## config.mk

```make
export PLATFORM = sky130hd
export DESIGN_NAME = lc3_mem_trace_buffer
export DESIGN_NICKNAME = d
export VERILOG_FILES = /design/src/rtl/lc3_mem_trace_buffer.sv
export SDC_FILE = /design/constraint.sdc
export NUM_CORES = 1
export LEC_CHECK = 0
export CAP_MARGIN = 10
export CORE_MARGIN = 3
export CORE_UTILIZATION = 55
export CTS_CLUSTER_DIAMETER = 30
export DETAILED_ROUTE_END_ITERATION = 16
export PLACE_DENSITY = 0.85
export RECOVER_POWER = 100
export SYNTH_ARGS = -nofsm -noshare
export SYNTH_HDL_FRONTEND = slang
export SYNTH_SLANG_ARGS = --single-unit
```

## constraint.sdc

```tcl
create_clock -name clk -period 5.9 [get_ports clk]
set_input_delay 0.885 -clock clk [delete_from_list [all_inputs] [get_ports clk]]
set_output_delay 0.885 -clock clk [all_outputs]
set_load 0.005 [all_outputs]
```

## src/rtl/lc3_mem_trace_buffer.sv

```systemverilog
// Memory-access trace recorder for the LC-3 datapath: captures completed accesses inside an
// address window into a first-word-fall-through FIFO drained through a valid/ready port.
module lc3_mem_trace_buffer #(
    parameter int unsigned ADDR_W    = 16,
    parameter int unsigned DATA_W    = 16,
    parameter int unsigned DEPTH     = 16,
    parameter int unsigned WRAP_MODE = 0
) (
    input  logic                     clk,
    input  logic                     reset,
    input  logic                     cap_en,
    input  logic                     clear,
    input  logic [ADDR_W-1:0]        win_lo,
    input  logic [ADDR_W-1:0]        win_hi,
    input  logic                     read_en,
    input  logic                     write_en,
    input  logic                     ready,
    input  logic [ADDR_W-1:0]        mar_q,
    input  logic [DATA_W-1:0]        mdr_q,
    input  logic [DATA_W-1:0]        mem_rdata,
    output logic                     out_valid,
    input  logic                     out_ready,
    output logic [ADDR_W-1:0]        out_addr,
    output logic [DATA_W-1:0]        out_data,
    output logic                     out_we,
    output logic [15:0]              out_seq,
    output logic [$clog2(DEPTH):0]   count,
    output logic                     overflow,
    output logic [15:0]              drop_cnt
);

    localparam int unsigned PW = $clog2(DEPTH);
    localparam int unsigned CW = PW + 1;
    localparam logic [PW-1:0] PtrOne = 1;
    localparam logic [CW-1:0] CntOne = 1;
    localparam logic [CW-1:0] CntFull = CW'(DEPTH);
    localparam bit Wrap = (WRAP_MODE != 0);

    logic [ADDR_W-1:0] mem_addr [DEPTH];
    logic [DATA_W-1:0] mem_data [DEPTH];
    logic              mem_we   [DEPTH];
    logic [15:0]       mem_seq  [DEPTH];

    logic          ready_d;
    logic [PW-1:0] wr_ptr_q, wr_ptr_d;
    logic [PW-1:0] rd_ptr_q, rd_ptr_d;
    logic [CW-1:0] count_q, count_d;
    logic [15:0]   seq_q, seq_d;
    logic          overflow_q, overflow_d;
    logic [15:0]   drop_q, drop_d;

    logic access_done, in_win, push, pop, full, store, lost, overwrite;
    logic              entry_we;
    logic [DATA_W-1:0] entry_data;

    // One event per access: the rising edge of ready while a strobe is up.
    assign access_done = ready && (read_en || write_en) && !ready_d;
    assign in_win      = (mar_q >= win_lo) && (mar_q <= win_hi);
    assign push        = access_done && cap_en && in_win;
    assign full        = (count_q == CntFull);
    assign pop         = out_valid && out_ready;
    assign lost        = push && full && !pop;
    assign overwrite   = lost && Wrap;
    assign store       = push && (!full || pop || Wrap);

    assign entry_we   = write_en;
    assign entry_data = write_en ? mdr_q : mem_rdata;

    always_comb begin
        wr_ptr_d   = wr_ptr_q;
        rd_ptr_d   = rd_ptr_q;
        count_d    = count_q;
        seq_d      = seq_q;
        overflow_d = overflow_q;
        drop_d     = drop_q;
        if (clear) begin
            wr_ptr_d   = '0;
            rd_ptr_d   = '0;
            count_d    = '0;
            seq_d      = '0;
            overflow_d = 1'b0;
            drop_d     = '0;
        end else begin
            if (access_done && cap_en) begin
                seq_d = seq_q + 16'd1;
            end
            if (store) begin
                wr_ptr_d = wr_ptr_q + PtrOne;
            end
            if (pop || overwrite) begin
                rd_ptr_d = rd_ptr_q + PtrOne;
            end
            if (lost) begin
                overflow_d = 1'b1;
                if (drop_q != 16'hFFFF) begin
                    drop_d = drop_q + 16'd1;
                end
            end
            // An overwrite keeps the FIFO full, so only a fresh store grows it.
            if ((store && !overwrite) && !pop) begin
                count_d = count_q + CntOne;
            end else if (!(store && !overwrite) && pop) begin
                count_d = count_q - CntOne;
            end
        end
    end

    always_ff @(posedge clk or negedge reset) begin
        if (!reset) begin
            ready_d    <= 1'b0;
            wr_ptr_q   <= '0;
            rd_ptr_q   <= '0;
            count_q    <= '0;
            seq_q      <= '0;
            overflow_q <= 1'b0;
            drop_q     <= '0;
        end else begin
            ready_d    <= ready;
            wr_ptr_q   <= wr_ptr_d;
            rd_ptr_q   <= rd_ptr_d;
            count_q    <= count_d;
            seq_q      <= seq_d;
            overflow_q <= overflow_d;
            drop_q     <= drop_d;
        end
    end

    always_ff @(posedge clk) begin
        if (store && !clear) begin
            mem_addr[wr_ptr_q] <= mar_q;
            mem_data[wr_ptr_q] <= entry_data;
            mem_we[wr_ptr_q]   <= entry_we;
            mem_seq[wr_ptr_q]  <= seq_q;
        end
    end

    assign out_valid = (count_q != '0);
    assign out_addr  = out_valid ? mem_addr[rd_ptr_q] : '0;
    assign out_data  = out_valid ? mem_data[rd_ptr_q] : '0;
    assign out_we    = out_valid ? mem_we[rd_ptr_q] : 1'b0;
    assign out_seq   = out_valid ? mem_seq[rd_ptr_q] : 16'd0;
    assign count     = count_q;
    assign overflow  = overflow_q;
    assign drop_cnt  = drop_q;

endmodule

```

==> impl_metrics.ini, run 1 <==
[logic_synthesis]
netlist_area_sq_um = 33600
ys_seq_area_frac = 0.736
netlist_instances = 1604
synth_warnings = 0
synth_edf_count = 784
synth_top_cell_area_share = 0.701
synth.area.top_cells = edfxtp_1 70%, mux4_2 16%, dfrtp_1 3.5%
synth_ff_type = edfxtp_1
ys_ff_latch = 831
avgSynthCellArea_sq_um = 20.9
synth_fp_nets = 1736
yosysTopAreaCell = edfxtp_1
async_flop_share = 0.0566
ys_types = 52

[timing]
finalClockSkew_ps = 36.9
period_needed_ps = 5330
hold_ws_ps = 542
hold_viol_final = 0
setup-tns-final_ps = 0
min_period_over_period = 0.903
timing.fmax_mhz = 188
setup_viol = 0
slew_headroom = -0.908
drv_slew = 172
worstMarginPinSlew_ps = 2860
rsz0062_at_grt = no

[job]
maxCapViolations = 4

[worst_setup_path]
worstPathRequired_ps = 5020
path_max_fanout = 56
crit_chain = buf_4, mux4_2, mux4_2, and2_1, dlygate4sd3_1
crit_top_cell = mux4_2
startpoint_type = register
crit_type = register to primary output
crit_path_top_delay_cell = dfrtp_2
max_stage_delay_ps = 1510
arrival_ps = 4450
critPathCaptureType = primary output

[floorplanning]
die_h_microns = 253
num_io_pins = 160
fp-row-count = 89
die-area_sq_um = 64100
die_w_microns = 253
initial_core_util = 0.563
core_area_sq_um = 59700

[power_and_ir_drop]
cellLeakagePower_nw = 13.4
vdd.ir_drop.worst_v = 0.000332
power_density_nw_per_um2 = 407
power.total_mw = 16.5

[global_route]
met3_usage = 0.0747
grt_pass1_vias = 19900
grt_pass1_wl_microns = 134000
antenna_found_initial = 0
grtUsageMet1 = 0.363
grt_usage = 0.292
grt_busiest_layer = met2
grt_start_max_net_pins = 68
grt_overflow = 0
grt_use_met2 = 0.476

[clock_tree]
cts-root-buf = clkbuf_16
post_cts_buffers = 0
clkTransAtPathRegs_ps = 50
cts_resized = 0
cts.hold.buffers_added = 0
cts_num_sinks = 831
cts_tree = done
cts_buffer_depth = 3
htree_levels = 4
numCtsBuffers = 132
clk_latency_ps = 710

[placement]
dp_hpwl_microns = 42000
placed_cell_area_sq_um = 36500
gp_congestion = 0.812
io_buffers = 159
place_inst = 2490

[detailed_routing]
drc = 0
totalWireLength_microns = 89600
num_vias = 18500
wl_per_cell_microns = 32.9
drt_iter0_drc = 2152
viasPerCell = 6.78
ant_nets = 0
drtPass1Iterations = 6

[min_path]
hp-class = register to register

[layout]
stdcell_count = 2727
layout_common_cells = 784 x edfxtp_1, 245 x mux4_2, 138 x clkbuf_16
nFillCells = 3424
antenna_cells = 0
nNetsFinal = 1983
design_area_sq_um = 40600
syn_to_final_growth_pct = 20.9
drive_above_1_share = 0.264
final_common_cell = edfxtp_1

[status]
status = complete, but fails checks
violations = max-capacitance violations, max-slew violations
-- cells in the mapped netlist (18+ instances only) --
master and n:
a21oi_1 26, and2_1 54, buf_1 18, buf_2 20, clkbuf_1 47, dfrtp_1 47, edfxtp_1 784, ha_1 43
inv_1 38, mux2_2 24, mux4_2 245, nand2_1 22, nand3_1 24, nand4_1 22, nor2_1 51, nor3_1 19
-- critical path, delay by kind of cell (launching register included) --
family / cells / cell delay, ps
DFF: 1 / 1510
buffers and inverters: 2 / 1170
muxes: 2 / 860
and+or+nand+nor: 1 / 190
-- area by class of cell --
class / count / area, sq um / share of cell area
Clock inverter: 82 / 875 / 0.0215
Multi-Input combinational cell: 649 / 8390 / 0.207
Timing Repair Buffer: 199 / 1980 / 0.0488
Clock buffer: 155 / 3520 / 0.0866
Tap cell: 773 / 967 / 0.0238
Inverter: 38 / 143 / 0.00351
Sequential cell: 831 / 24700 / 0.609
-- per-layer routing --
| layer | routed length [microns] | vias to the layer above |
|---|---|---|
| li1 | - | 7178 |
| met1 | 30100 | 9448 |
| met2 | 45000 | 1484 |
| met3 | 9740 | 368 |
| met4 | 4820 | 0 |
| met5 | 0 | - |
-- cell families after synthesis --
logic type	Yosys count	share of synthesized area
AO/OA/AOI/OAI	60	0.0110
XOR/XNOR	18	0.00469
adder cells (fa/ha/maj)	44	0.0166
buffers and inverters	124	0.0148
flip-flops	831	0.736
multiplexers	274	0.174
AND/OR/NAND/NOR	253	0.0428
-- state kept, by name, summed over array words and instances (netlist names) --
| register | cells |
|---|---|
| wr_ptr_q | 4 |
| drop_cnt | 16 |
| rd_ptr_q | 4 |
| mem_addr | 256 |
| mem_we | 16 |
| mem_seq | 256 |
| ready_d | 1 |
| mem_data | 256 |
| count | 5 |
| seq_q | 16 |
| overflow | 1 |
-- power breakdown --
part	total [mW]	switching, mW	internal, mW
Clock	7.67	2.87	4.80
Sequential	6.59	0.129	6.46
Combinational	2.26	1.05	1.21
Total	16.5	4.04	12.5
-- through the flow --
step                setup slack [ps]   util
finish                           570  0.680
global route                     450  0.680
CTS                              980  0.684
detailed placement               662  0.611
global placement                 918  0.611
floorplan                        935      -
-- final timing paths --
check | from | end | slack (ps) | cells after the start
max | rd_ptr_q[1]$_DFFE_PN0P_ | out_data[15] | 570 | 5
min | overflow$_DFFE_PN0P_ | overflow$_DFFE_PN0P_ | 540 | 2
max reg2reg | ready_d$_DFF_PN0_ | mem_data[12][14]$_DFFE_PP_ | 1610 | 6
min reg2reg | overflow$_DFFE_PN0P_ | overflow$_DFFE_PN0P_ | 540 | 2
max in group asynchronous | reset | rd_ptr_q[3]$_DFFE_PN0P_ | 2680 | 2
min in group asynchronous | reset | drop_cnt[14]$_DFFE_PN0P_ | 1190 | 2
(Power assumes the default switching activity.)
==> inputs of run 2 (changes only) <==
Settings changed: CTS_CLUSTER_SIZE from default to 14, SETUP_SLACK_MARGIN from default to 0.15.
==> impl_metrics.ini, run 2 (same netlist as run 1, synthesis figures left out) <==
[placement]
io_buffers = 159
dp_hpwl_microns = 42000
gp_congestion = 0.812

[clock_tree]
cts_resized = 0
clk_latency_ps = 720
cts-root-buf = clkbuf_16
cts.hold.buffers_added = 0
htree_levels = 4
cts_buffer_depth = 3
cts_num_sinks = 831
clkTransAtPathRegs_ps = 50
post_cts_buffers = 0
numCtsBuffers = 132
cts_tree = done

[worst_setup_path]
max_stage_delay_ps = 1440
crit_path_top_delay_cell = dfrtp_2
critPathCaptureType = primary output
crit_chain = buf_4, mux4_2, mux4_2, and2_1, dlygate4sd3_1
arrival_ps = 4520
crit_top_cell = mux4_2
crit_family = flip-flops
path_buf_inv = 2
crit_type = register to primary output
path_max_fanout = 56
startpoint_type = register
worstPathRequired_ps = 5020

[detailed_routing]
ant_nets = 0
wl_per_cell_microns = 33.0
drtPass1Iterations = 6
drt_iter0_drc = 2133
drc = 0
num_vias = 18500
viasPerCell = 6.76
totalWireLength_microns = 90200

[power_and_ir_drop]
power_density_nw_per_um2 = 407
cellLeakagePower_nw = 13.4
vdd.ir_drop.worst_v = 0.000343

[layout]
syn_to_final_growth_pct = 21.0
reg_top3 = mem_addr (256), mem_data (256), mem_seq (256)
nNetsFinal = 1983
nFillCells = 3454
seq_area_sq_um = 24700
drive_above_1_share = 0.263
layout_common_cells = 784 x edfxtp_1, 245 x mux4_2, 138 x clkbuf_16
multi_input_area_sq_um = 8390
final_common_cell = edfxtp_1

[floorplanning]
fp-row-count = 89
die_w_microns = 253
die-area_sq_um = 64100
die_h_microns = 253
core_area_sq_um = 59700
num_io_pins = 160
initial_core_util = 0.563

[global_route]
grt_use_met2 = 0.469
antenna_found_initial = 2
grtUsageMet1 = 0.366
grt_start_max_net_pins = 68
met3_usage = 0.0643
grt_pass1_vias = 19800
grt_pass1_wl_microns = 132000
grt_overflow = 0
grt_usage = 0.287
grt_busiest_layer = met2

[status]
status = complete, but fails checks
violations = max-capacitance violations, max-slew violations

[job]
maxCapViolations = 5

[timing]
worstMarginPinSlew_ps = 2890
hold_ws_ps = 546
slew_headroom = -0.929
hold_viol_final = 0
setup_viol = 0
rsz0062_at_grt = no
setup-tns-final_ps = 0
timing.fmax_mhz = 185
drv_slew = 222
min_period_over_period = 0.916
finalClockSkew_ps = 40.7
period_needed_ps = 5410

[min_path]
hp-class = register to register
-- run 2: cell count changes in the layout (fill, tap and decap cells not counted), sizes merged --
cell           before  now
buf                22   25
clkbuf            176  174
clkdlybuf4s50      83   81
clkinv             37   40
clkinvlp           12    9
diode               0    2
dlygate4sd3        73   75
-- run 2: final timing paths --
kind                       slack (ps)                        end  cells past startpoint                     from
max                               490               out_data[15]                      5  rd_ptr_q[1]$_DFFE_PN0P_
min                               550       overflow$_DFFE_PN0P_                      2     overflow$_DFFE_PN0P_
max reg2reg                      1640  mem_data[8][13]$_DFFE_PP_                      6        ready_d$_DFF_PN0_
min reg2reg                       550       overflow$_DFFE_PN0P_                      2     overflow$_DFFE_PN0P_
max in group asynchronous        2660    rd_ptr_q[3]$_DFFE_PN0P_                      2                    reset
min in group asynchronous        1200   drop_cnt[14]$_DFFE_PN0P_                      2                    reset
-- run 2: through the flow --
| step | instances | power (mW) | instance area (sq um) | utilization | setup WS (ps) |
|---|---|---|---|---|---|
| CTS | 2728 | 16.6 | 40900 | 0.685 | 958 |
| global route | 2730 | 17.0 | 40600 | 0.681 | 423 |
| floorplan | 1604 | 8.02 | 33600 | - | 935 |
| global placement | 2490 | 8.90 | 36500 | 0.611 | 918 |
| detailed placement | 2490 | 8.96 | 36500 | 0.611 | 662 |
| finish | 2730 | 16.6 | 40600 | 0.681 | 493 |
-- run 2: report_power, final --
group / switching [mW] / internal (mW) / total [mW]
combinational: 1.05 / 1.21 / 2.26
clock: 2.91 / 4.81 / 7.72
sequential: 0.123 / 6.46 / 6.58
-- run 2: worst reg2reg max path, stage by stage, from the launching register on --
cell and delay (ps):
dfrtp_1 350, nor3_1 330, clkbuf_1 690, o2111a_1 610
nand4b_1 350, nor2_4 150, buf_2 1260
-- run 2: final cells by class --
| class | count | share of cell area |
|---|---|---|
| clock buffers | 156 | 0.0866 |
| repair buffers | 199 | 0.0493 |
| diodes | 2 | 0.000123 |
| multi-input cells | 649 | 0.207 |
| flip-flops and latches | 831 | 0.608 |
| well taps | 773 | 0.0238 |
| clock inverters | 82 | 0.0217 |
| inverters | 38 | 0.00351 |
-- run 2: layer usage --
layer,vias up,share of wire
li1,7186,-
met3,304,0.096
met1,9550,0.34
met4,4,0.048
met2,1420,0.51
met5,-,0.00029
==> inputs of run 3 (changes only) <==
Settings changed: CORE_ASPECT_RATIO from default to 0.8.
==> impl_metrics.ini, run 3 (same netlist as run 1, synthesis figures left out) <==
[layout]
layout_common_cells = 784 x edfxtp_1, 245 x mux4_2, 114 x clkbuf_16
stdcell_count = 2722
multi_input_area_sq_um = 8430
nFillCells = 3524
final_common_cell = edfxtp_1
nNetsFinal = 1974
design_area_sq_um = 40100
reg_top3 = mem_addr (256), mem_data (256), mem_seq (256)
syn_to_final_growth_pct = 19.5
postLayoutCoreUtil = 0.668
drive_above_1_share = 0.260
seq_area_sq_um = 24700

[status]
violations = max-capacitance violations, max-slew violations
status = complete, but fails checks

[placement]
dp_slack_ps = 663
placed_cell_area_sq_um = 36400
io_buffers = 159
place_inst = 2506
gp_congestion = 0.798
dp_hpwl_microns = 43100

[min_path]
hold_depth = 2
hp-class = register to register
min_to = overflow$_DFFE_PN0P_
hold_start = overflow$_DFFE_PN0P_

[clock_tree]
numCtsBuffers = 113
cts_tree = done
cts-root-buf = clkbuf_16
cts.hold.buffers_added = 0
post_cts_buffers = 0
clk_latency_ps = 680
clkTransAtPathRegs_ps = 50
cts_buffer_depth = 3
cts_resized = 0
cts_num_sinks = 831
htree_levels = 3

[power_and_ir_drop]
swShare = 0.245
power_density_nw_per_um2 = 394
cellLeakagePower_nw = 13.1
intPower_mw = 11.9
clkPwrFrac = 0.444
vdd.ir_drop.worst_v = 0.000293
power_switching_mw = 3.87
power_frac_comb = 0.141
power.total_mw = 15.8
pwr-share-seq = 0.415

[worst_setup_path]
worstPathRequired_ps = 6160
r2r_cells = 5
startpoint_type = input pin
crit_family = buffers and inverters
crit_chain = dlygate4sd3_1, clkbuf_1, ha_1, nand4_1, nor4_1, a32oi_1, o211ai_1, o2111a_1, nand4b_1, nor2_4, clkbuf_2
crit_path_top_delay_cell = clkbuf_2
rr_startpoint = ready_d$_DFF_PN0_
arrival_ps = 5580
reg2reg_to = mem_data[9][9]$_DFFE_PP_
crit_type = input pin to register
max_stage_delay_ps = 1020
path_buf_inv = 3
startpoint = mar_q[11]
rrSetupSlack_ps = 1210
path_max_fanout = 36
critPathCaptureType = register

[detailed_routing]
ant_nets = 0
drt_iter0_drc = 2011
viasPerCell = 6.62
drc = 0
num_vias = 18000
totalWireLength_microns = 85500
wl_per_cell_microns = 31.4
drtPass1Iterations = 5

[timing]
timing.fmax_mhz = 188
slew_headroom = -0.855
period_needed_ps = 5320
setup-tns-final_ps = 0
fin_ws_ps = 581
min_period_over_period = 0.902
finalClockSkew_ps = 37.9
worstMarginPinSlew_ps = 2780
hold_viol_final = 0
hold_ws_ps = 555
setup_viol = 0
rsz0062_at_grt = no
drv_slew = 173

[global_route]
grt_pass1_wl_microns = 127000
antenna_found_initial = 3
grt_overflow = 0
grt_usage = 0.274
grt_start_max_net_pins = 99
grt_pass1_vias = 19300

[floorplanning]
die_w_microns = 282
fp-row-count = 80
initial_core_util = 0.559
die_h_microns = 227
num_io_pins = 160
core_area_sq_um = 60100
die-area_sq_um = 64100

[job]
maxCapViolations = 5
[run 3: cell count changes in the layout (fill, tap and decap cells not counted), moves of 9 or more]
cell | previous run | this run
buf_12 | 14 | 5
clkbuf_16 | 138 | 114
clkbuf_2 | 4 | 18
clkdlybuf4s50_1 | 81 | 92
dlygate4sd3_1 | 75 | 64
[run 3: worst max-delay path by stage]
stage	to	slack, ps	cells past startpoint
detailed placement	count[4]$_DFFE_PN0P_	660	13
CTS	out_seq[13]	870	5
global placement	count[4]$_DFFE_PN0P_	1050	14
global route	out_data[6]	380	5
finish	mem_data[9][9]$_DFFE_PP_	580	11
floorplan	mem_addr[14][0]$_DFFE_PP_	930	9
[run 3: power groups by stage]
stage / logic [mW] / registers [mW] / clock network (mW)
3_5_place_dp: 2.25 / 6.69 / 0
4_1_cts: 2.31 / 6.57 / 7.08
2_1_floorplan: 1.43 / 6.60 / 0
6_report: 2.23 / 6.57 / 7.01
5_1_grt: 2.38 / 6.57 / 7.32
3_3_place_gp: 2.19 / 6.68 / 0
[run 3: cell type report]
cell class                 instances  area share
antenna                            1   0.0000624
inverter                          38     0.00355
multi-input combinational        649       0.210
sequential                       831       0.616
clock inverter                    90      0.0253
clock buffer                     125      0.0726
tap                              779      0.0243
timing repair buffer             209      0.0480
[run 3: routing by layer]
layer / GRT usage / wire length, microns
met1: 0.357 / 30600
met2: 0.455 / 43600
met3: 0.0676 / 8230
met4: 0.105 / 3110
met5: 0 / 23
[run 3: tightest hold or removal path, cell delays in order (launching register included)]
cell and delay, ps:
dfrtp_1 380, a21oi_1 60, nor2_1 80
